**src/rtl/ball_motion_3d_pkg.sv**
```systemverilog
// rtl/ball_motion_3d_pkg.sv - shared types, room constants and paddle test for the 3D ball motion block
//
// Contents:
//   state_e   game state encoding driven onto the state output
//   coord_t   11-bit signed working coordinate, headroom for over/underflow before clamping
//   room, ball, paddle, serve and speed constants
//   pad_hit() paddle window test on the ball centre
package ball_motion_3d_pkg;

  typedef enum logic [1:0] {
    ST_IDLE      = 2'd0,
    ST_COUNTDOWN = 2'd1,
    ST_PLAY      = 2'd2,
    ST_MISS      = 2'd3
  } state_e;

  typedef logic signed [10:0] coord_t;

  localparam int X_MAX        = 319;
  localparam int Y_MAX        = 239;
  localparam int Z_MAX        = 127;
  localparam int BALL_R       = 4;
  localparam int PADDLE_HALF  = 24;
  localparam int SERVE_FRAMES = 60;

  localparam logic [2:0] VX0    = 3'd2;
  localparam logic [2:0] VY0    = 3'd1;
  localparam logic [2:0] VZ0    = 3'd2;
  localparam logic [2:0] VZ_MAX = 3'd6;

  localparam logic [9:0] X_CTR = 10'(X_MAX / 2);
  localparam logic [9:0] Y_CTR = 10'(Y_MAX / 2);
  localparam logic [9:0] Z_CTR = 10'(Z_MAX / 2);

  localparam coord_t X_LO = coord_t'(BALL_R);
  localparam coord_t X_HI = coord_t'(X_MAX - BALL_R);
  localparam coord_t Y_LO = coord_t'(BALL_R);
  localparam coord_t Y_HI = coord_t'(Y_MAX - BALL_R);
  localparam coord_t Z_HI = coord_t'(Z_MAX);

  localparam logic [5:0] SERVE_LOAD = 6'(SERVE_FRAMES - 1);

  // Paddle inputs are used unclipped, so the difference can reach ~1019;
  // it still fits coord_t.
  function automatic logic pad_hit(logic [9:0] bx, logic [9:0] by,
                                   logic [9:0] px, logic [9:0] py);
    coord_t dx;
    coord_t dy;
    dx = coord_t'({1'b0, bx}) - coord_t'({1'b0, px});
    dy = coord_t'({1'b0, by}) - coord_t'({1'b0, py});
    if (dx < 0) dx = -dx;
    if (dy < 0) dy = -dy;
    return (dx <= coord_t'(PADDLE_HALF)) && (dy <= coord_t'(PADDLE_HALF));
  endfunction

endpackage

```
**src/rtl/ball_motion_3d_if.sv**
```systemverilog
// rtl/ball_motion_3d_if.sv - serve/paddle inputs and ball/state/event outputs of the 3D ball motion block
//
// Signals:
//   serve                     serve request level
//   near_pad_x/y, far_pad_x/y paddle centres (10 bit)
//   pos_x/y/z                 ball room coordinates (10 bit)
//   state                     game state (0 IDLE, 1 COUNTDOWN, 2 PLAY, 3 MISS)
//   hit_near/hit_far          one-frame paddle return pulses
//   miss_near/miss_far        one-frame miss pulses
// Modports: master drives serve/paddles, slave (the ball block) drives the rest.
interface ball_motion_3d_if;

  logic       serve;
  logic [9:0] near_pad_x;
  logic [9:0] near_pad_y;
  logic [9:0] far_pad_x;
  logic [9:0] far_pad_y;
  logic [9:0] pos_x;
  logic [9:0] pos_y;
  logic [9:0] pos_z;
  logic [1:0] state;
  logic       hit_near;
  logic       hit_far;
  logic       miss_near;
  logic       miss_far;

  modport master (
    output serve, near_pad_x, near_pad_y, far_pad_x, far_pad_y,
    input  pos_x, pos_y, pos_z, state, hit_near, hit_far, miss_near, miss_far
  );

  modport slave (
    input  serve, near_pad_x, near_pad_y, far_pad_x, far_pad_y,
    output pos_x, pos_y, pos_z, state, hit_near, hit_far, miss_near, miss_far
  );

endinterface

```
**src/rtl/ball_motion_3d_axis_step.sv**
```systemverilog
// rtl/ball_motion_3d_axis_step.sv - one frame of motion on a side-wall axis with clamp-and-reflect
//
// Ports:
//   p_i        current position
//   v_i        speed magnitude
//   dir_i      1 = increasing, 0 = decreasing
//   lo_i/hi_i  allowed position range (inclusive)
//   p_next_o   next position, always inside [lo_i, hi_i]
//   dir_next_o next direction
//   bounce_o   high when the step hit a wall this frame
module ball_axis_step
  import ball_motion_3d_pkg::*;
(
  input  logic [9:0] p_i,
  input  logic [2:0] v_i,
  input  logic       dir_i,
  input  coord_t     lo_i,
  input  coord_t     hi_i,
  output logic [9:0] p_next_o,
  output logic       dir_next_o,
  output logic       bounce_o
);

  coord_t n;

  always_comb begin
    n = dir_i ? coord_t'({1'b0, p_i}) + coord_t'(v_i)
              : coord_t'({1'b0, p_i}) - coord_t'(v_i);
    p_next_o   = n[9:0];
    dir_next_o = dir_i;
    bounce_o   = 1'b0;
    // The ball is clamped onto the wall rather than reflected past it.
    if (n > hi_i) begin
      p_next_o   = hi_i[9:0];
      dir_next_o = ~dir_i;
      bounce_o   = 1'b1;
    end else if (n < lo_i) begin
      p_next_o   = lo_i[9:0];
      dir_next_o = ~dir_i;
      bounce_o   = 1'b1;
    end
  end

endmodule

```
**src/rtl/ball_motion_3d.sv**
```systemverilog
// rtl/ball_motion_3d.sv - per-frame 3D Pong ball physics: serve sequencing, wall bounces, paddle hit/miss
//
// Ports:
//   Reset     asynchronous active-high reset
//   frame_clk one rising edge per video frame; downstream samples on the falling edge
//   bus       ball_motion_3d_if.slave: serve/paddles in, position/state/pulses out
module ball_motion_3d
  import ball_motion_3d_pkg::*;
(
  input  logic             Reset,
  input  logic             frame_clk,
  ball_motion_3d_if.slave  bus
);

  state_e     state_q;
  logic [9:0] x_q, y_q, z_q;
  logic [2:0] vx_q, vy_q, vz_q;
  logic       dir_x_q, dir_y_q, dir_z_q, serve_dir_q;
  logic [5:0] cnt_q;
  logic       hit_near_q, hit_far_q, miss_near_q, miss_far_q;

  logic [9:0] x_d, y_d;
  logic       dir_x_d, dir_y_d;
  logic       x_bounce, y_bounce;
  coord_t     z_n;
  logic       far_wall, near_wall, pad_ok;
  logic [2:0] vz_inc;

  ball_axis_step u_step_x (
    .p_i        (x_q),
    .v_i        (vx_q),
    .dir_i      (dir_x_q),
    .lo_i       (X_LO),
    .hi_i       (X_HI),
    .p_next_o   (x_d),
    .dir_next_o (dir_x_d),
    .bounce_o   (x_bounce)
  );

  ball_axis_step u_step_y (
    .p_i        (y_q),
    .v_i        (vy_q),
    .dir_i      (dir_y_q),
    .lo_i       (Y_LO),
    .hi_i       (Y_HI),
    .p_next_o   (y_d),
    .dir_next_o (dir_y_d),
    .bounce_o   (y_bounce)
  );

  // Paddle test uses this frame's already-updated x/y, so a ball that
  // bounces off a side wall on the end-wall frame is judged where it lands.
  always_comb begin
    z_n = dir_z_q ? coord_t'({1'b0, z_q}) + coord_t'(vz_q)
                  : coord_t'({1'b0, z_q}) - coord_t'(vz_q);
    far_wall  = dir_z_q && (z_n >= Z_HI);
    near_wall = !dir_z_q && (z_n <= coord_t'(0));
    pad_ok    = dir_z_q ? pad_hit(x_d, y_d, bus.far_pad_x, bus.far_pad_y)
                        : pad_hit(x_d, y_d, bus.near_pad_x, bus.near_pad_y);
    vz_inc    = (vz_q >= VZ_MAX) ? VZ_MAX : vz_q + 3'd1;
  end

  always_ff @(posedge frame_clk or posedge Reset) begin
    if (Reset) begin
      state_q     <= ST_IDLE;
      x_q         <= X_CTR;
      y_q         <= Y_CTR;
      z_q         <= Z_CTR;
      vx_q        <= VX0;
      vy_q        <= VY0;
      vz_q        <= VZ0;
      dir_x_q     <= 1'b1;
      dir_y_q     <= 1'b1;
      dir_z_q     <= 1'b1;
      serve_dir_q <= 1'b1;
      cnt_q       <= '0;
      hit_near_q  <= 1'b0;
      hit_far_q   <= 1'b0;
      miss_near_q <= 1'b0;
      miss_far_q  <= 1'b0;
    end else begin
      hit_near_q  <= 1'b0;
      hit_far_q   <= 1'b0;
      miss_near_q <= 1'b0;
      miss_far_q  <= 1'b0;
      case (state_q)
        ST_IDLE: begin
          if (bus.serve) begin
            state_q <= ST_COUNTDOWN;
            cnt_q   <= SERVE_LOAD;
          end
        end
        ST_COUNTDOWN: begin
          if (cnt_q == '0) begin
            state_q     <= ST_PLAY;
            dir_z_q     <= serve_dir_q;
            serve_dir_q <= ~serve_dir_q;
          end else begin
            cnt_q <= cnt_q - 6'd1;
          end
        end
        ST_PLAY: begin
          x_q <= x_d;
          y_q <= y_d;
          if (x_bounce) dir_x_q <= dir_x_d;
          if (y_bounce) dir_y_q <= dir_y_d;
          if (far_wall || near_wall) begin
            z_q <= far_wall ? Z_HI[9:0] : 10'd0;
            if (pad_ok) begin
              hit_far_q  <= far_wall;
              hit_near_q <= near_wall;
              dir_z_q    <= ~dir_z_q;
              vz_q       <= vz_inc;
            end else begin
              miss_far_q  <= far_wall;
              miss_near_q <= near_wall;
              state_q     <= ST_MISS;
              cnt_q       <= SERVE_LOAD;
            end
          end else begin
            z_q <= z_n[9:0];
          end
        end
        ST_MISS: begin
          if (cnt_q == '0) begin
            state_q <= ST_IDLE;
            x_q     <= X_CTR;
            y_q     <= Y_CTR;
            z_q     <= Z_CTR;
            vx_q    <= VX0;
            vy_q    <= VY0;
            vz_q    <= VZ0;
          end else begin
            cnt_q <= cnt_q - 6'd1;
          end
        end
        default: state_q <= ST_IDLE;
      endcase
    end
  end

  assign bus.pos_x     = x_q;
  assign bus.pos_y     = y_q;
  assign bus.pos_z     = z_q;
  assign bus.state     = state_q;
  assign bus.hit_near  = hit_near_q;
  assign bus.hit_far   = hit_far_q;
  assign bus.miss_near = miss_near_q;
  assign bus.miss_far  = miss_far_q;

endmodule

```
**src/flat_wrapper.sv**
```systemverilog
// flat-port wrapper written by rule: the top's interface ports become plain ports
module ball_motion_3d_flat import ball_motion_3d_pkg::*;
  (Reset, frame_clk, bus_serve, bus_near_pad_x, bus_near_pad_y, bus_far_pad_x, bus_far_pad_y, bus_pos_x, bus_pos_y, bus_pos_z, bus_state, bus_hit_near, bus_hit_far, bus_miss_near, bus_miss_far);
  ball_motion_3d_if bus_i ();
  input  logic Reset;
  input  logic frame_clk;
  input wire logic [$bits(bus_i.serve)-1:0] bus_serve;
  input wire logic [$bits(bus_i.near_pad_x)-1:0] bus_near_pad_x;
  input wire logic [$bits(bus_i.near_pad_y)-1:0] bus_near_pad_y;
  input wire logic [$bits(bus_i.far_pad_x)-1:0] bus_far_pad_x;
  input wire logic [$bits(bus_i.far_pad_y)-1:0] bus_far_pad_y;
  output wire logic [$bits(bus_i.pos_x)-1:0] bus_pos_x;
  output wire logic [$bits(bus_i.pos_y)-1:0] bus_pos_y;
  output wire logic [$bits(bus_i.pos_z)-1:0] bus_pos_z;
  output wire logic [$bits(bus_i.state)-1:0] bus_state;
  output wire logic [$bits(bus_i.hit_near)-1:0] bus_hit_near;
  output wire logic [$bits(bus_i.hit_far)-1:0] bus_hit_far;
  output wire logic [$bits(bus_i.miss_near)-1:0] bus_miss_near;
  output wire logic [$bits(bus_i.miss_far)-1:0] bus_miss_far;
  assign bus_i.serve = bus_serve;
  assign bus_i.near_pad_x = bus_near_pad_x;
  assign bus_i.near_pad_y = bus_near_pad_y;
  assign bus_i.far_pad_x = bus_far_pad_x;
  assign bus_i.far_pad_y = bus_far_pad_y;
  assign bus_pos_x = bus_i.pos_x;
  assign bus_pos_y = bus_i.pos_y;
  assign bus_pos_z = bus_i.pos_z;
  assign bus_state = bus_i.state;
  assign bus_hit_near = bus_i.hit_near;
  assign bus_hit_far = bus_i.hit_far;
  assign bus_miss_near = bus_i.miss_near;
  assign bus_miss_far = bus_i.miss_far;
  ball_motion_3d u_core (.Reset(Reset), .frame_clk(frame_clk), .bus(bus_i));
endmodule
```
**config.mk**
```make
export PLATFORM = sky130hd
export DESIGN_NAME = ball_motion_3d_flat
export DESIGN_NICKNAME = d
export VERILOG_FILES = /design/src/rtl/ball_motion_3d_pkg.sv /design/src/rtl/ball_motion_3d_if.sv /design/src/rtl/ball_motion_3d_axis_step.sv /design/src/rtl/ball_motion_3d.sv /design/src/flat_wrapper.sv
export SDC_FILE = /design/constraint.sdc
export NUM_CORES = 1
export LEC_CHECK = 0
export BUFFER_PORTS_ARGS = -buffer_cell sky130_fd_sc_hd__buf_2
export CORE_MARGIN = 2
export CORE_UTILIZATION = 28
export DETAILED_ROUTE_END_ITERATION = 10
export PLACE_DENSITY_LB_ADDON = 0.3
export RECOVER_POWER = 50
export SYNTH_ARGS = -nofsm -noshare
export SYNTH_HDL_FRONTEND = slang
export SYNTH_SLANG_ARGS = --single-unit
```
**constraint.sdc**
```tcl
create_clock -name frame_clk -period 9.6 [get_ports frame_clk]
set_input_delay 0.96 -clock frame_clk [delete_from_list [all_inputs] [get_ports frame_clk]]
set_output_delay 0.96 -clock frame_clk [all_outputs]
set_load 0.02 [all_outputs]
```
==> reports/metrics.cfg <==
[cells_and_area]
diodes = 0
stdcell_area_mm2 = 0.00795
stdcell_count = 1292
nFillCells = 2689
final_nets = 1091
drive_above_1_share_pct = 14.6
syn_to_final_growth_pct = 12.8

[synth]
yosys-top-cells-count = ha_1 (80), inv_1 (79), nor2_1 (74)
yosys.area.top_type = ha_1
ys_top_cells_by_area = ha_1 (14%), dfrtp_1 (9.2%), dfstp_2 (8.6%), a21oi_1 (4.3%), inv_1 (4.2%)
synth_edf_count = 0
async_flop_share_pct = 100
synth_warnings = 0
syn_inst = 881
synth_cell_type_count = 94
synth_area_mm2 = 0.00705
synth.most_common_cell = ha_1
synthFlopType = dfrtp_1
ys_seq_elements = 49
ys_seq_area_share_pct = 17.8
synth_top_area_share_pct = 14.2
avgSynthCellArea_um2 = 8.00

[timing]
layout_setup_ws_ns = 1.71
setup_tns_ns = 0
hold_viol_final = 0
tightest_slew_ns = 2.72
fin_crit_ns = 7.89
clock_skew_ns = 0.00426
max_freq_mhz = 127
finalSetupViolCount = 0
slew_viol_final = 50
layout_worst_path_cycle_share_pct = 82.2
maxSlewHeadroom_pct = -81.3
rsz0062_at_grt = false

[placement]
dpl_worst_slack_ns = 1.88
port_buffers = 78
dp.cells = 1284
hpwl_um = 16100
place_congestion = 0.896
placed_cell_area_mm2 = 0.00782

[grt]
grt_pass1_vias = 6621
grt_max_degree = 50
grt_pass1_wl_um = 32600
gr-total-overflow = 0
track_usage_pct = 14.9
antenna_found_initial = 0

[critical_path]
crit_arrival_ns = 8.07
cp-start-kind = register
r2r_cells = 25
path_max_fanout = 13
end_kind = register
required_ns = 9.78
worstSetupPathType = register to register

[die]
rows = 58
core_mm2 = 0.0250
start_util_pct = 28.2
io_pins = 79
die_area_mm2 = 0.0265
die_w_um = 163
die_h_um = 163

[clock_network]
post_cts_buffers = 0
cts_tree = built
cts.clk_slew.worst_paths_ns = 0.07
max-clock-path-buffers = 2
htreeDepth = 2
postCtsHoldBufs = 0
clk-insertion-delay-late_ns = 0.29
cts_sinks = 49
cts_root_buf = clkbuf_16
numCtsBuffers = 5
cts.repair.resized = 0

[min_path]
hold_path_depth = 2
hold_path.class = register to register

[detailed_routing]
routed_wl_um = 19700
dr.pass1.iters = 5
viasPerCell = 5.26
wl_per_cell_um = 15.2
via_count = 6801
drt_iter0_drc = 452
final_antenna_net_count = 0
drc = 0

[run]
cap_violations = 1

[run_status]
violations = capacitance limit, slew limit
status = finished with violations

[stage by stage]
stage	utilization, %	hold WS (ns)
final	31.9	0.499
after global routing	31.9	0.519
after CTS	32.0	0.500
after detailed placement	31.3	0.487
after global placement	31.3	0.484
after floorplan	-	0.472
[worst paths after layout]
check / start / end / slack [ns]
max: u_core.dir_x_q$_DFFE_PP1P_ / u_core.bus.state[1]$_DFFE_PP0P_ / 1.71
min: u_core.dir_y_q$_DFFE_PP1P_ / u_core.dir_y_q$_DFFE_PP1P_ / 0.50
max reg2reg: u_core.dir_x_q$_DFFE_PP1P_ / u_core.bus.state[1]$_DFFE_PP0P_ / 1.71
min reg2reg: u_core.dir_y_q$_DFFE_PP1P_ / u_core.dir_y_q$_DFFE_PP1P_ / 0.50
max in group asynchronous: Reset / u_core.bus.hit_near$_DFF_PP0_ / 6.34
min in group asynchronous: Reset / u_core.cnt_q[3]$_DFFE_PP0P_ / 1.72
[critical path: stages (launching register included)]
cell,delay [ns]
dfstp_2,0.57
inv_1,0.20
ha_1,0.38
nor2b_1,0.14
o21ai_0,0.20
a21boi_0,0.15
o21ai_0,0.23
a21boi_0,0.13
o21a_1,0.18
nor2_1,0.11
xnor2_1,0.11
o41ai_1,0.98
nor2_1,0.17
or2_2,0.34
ha_1,0.32
nor2b_1,0.16
o2111a_1,0.27
or3_1,0.44
a2111oi_4,0.40
o211ai_1,0.18
a31o_1,0.25
nand4b_1,0.16
a211oi_2,0.13
o41ai_2,0.95
nor2b_4,0.31
mux2_4,0.30
[metal layers]
layer / GRT usage (%) / vias up / share of wire (%)
met2: 24.5 / 152 / 44
met3: 1.20 / 37 / 3.3
met4: 5.55 / 0 / 3.6
met5: 0 / - / 0
li1: - / 3460 / -
met1: 20.5 / 3152 / 49
[cell usage in the layout, fill, tap and decap left out, types with 10 or more instances in the layout]
cell,instances
ha_1,80
inv_1,78
nor2_1,74
a21oi_1,60
buf_2,60
nand2_1,54
nor3_1,28
xnor2_1,27
dfrtp_1,26
o21ai_0,24
dfstp_2,23
nand3_1,22
a21o_1,21
nor2b_1,20
clkbuf_1,19
nand2b_1,18
a31oi_1,16
or2_2,14
or3_1,14
o21a_1,14
and3_1,12
xor2_1,12
and2_1,11
a21boi_0,11
o31ai_1,10
a211oi_1,10
[cell families (layout without fill, tap and decap cells)]
| group | count (synthesis) | count (layout) | share of synthesized area [%] |
|---|---|---|---|
| xor+xnor | 40 | 40 | 5.07 |
| simple gates | 316 | 316 | 23.7 |
| other cells | 1 | 6 | 0.0532 |
| buf+inv | 94 | 170 | 5.43 |
| compound gates | 283 | 283 | 30.0 |
| fa+ha+maj | 87 | 87 | 16.2 |
| flops | 49 | 49 | 17.8 |
| mux | 11 | 11 | 1.72 |
[flip-flops by register name, indices dropped and copies added (netlist names)]
| signal | count |
|---|---|
| u_core.bus.pos_x | 10 |
| u_core.bus.pos_y | 10 |
| u_core.bus.pos_z | 10 |
| u_core.cnt_q | 6 |
| u_core.vz_q | 3 |
| u_core.bus.state | 2 |
| u_core.bus.hit_far | 1 |
| u_core.bus.hit_near | 1 |
| u_core.bus.miss_far | 1 |
| u_core.bus.miss_near | 1 |
| u_core.dir_x_q | 1 |
| u_core.dir_y_q | 1 |
| u_core.dir_z_q | 1 |
| u_core.serve_dir_q | 1 |
[final cells by class]
type / instances / area, µm² / share of cell area (%)
Clock buffer: 7 / 153 / 1.92
Sequential cell: 49 / 1250 / 15.8
Multi-Input combinational cell: 743 / 5430 / 68.3
Tap cell: 330 / 413 / 5.19
Timing Repair Buffer: 82 / 394 / 4.96
Inverter: 80 / 300 / 3.78
Clock inverter: 1 / 5.00 / 0.0629
Power is left out: the tool's default activity adds up to more than one toggle a clock period on the data nets, which glitch-free logic cannot reach.
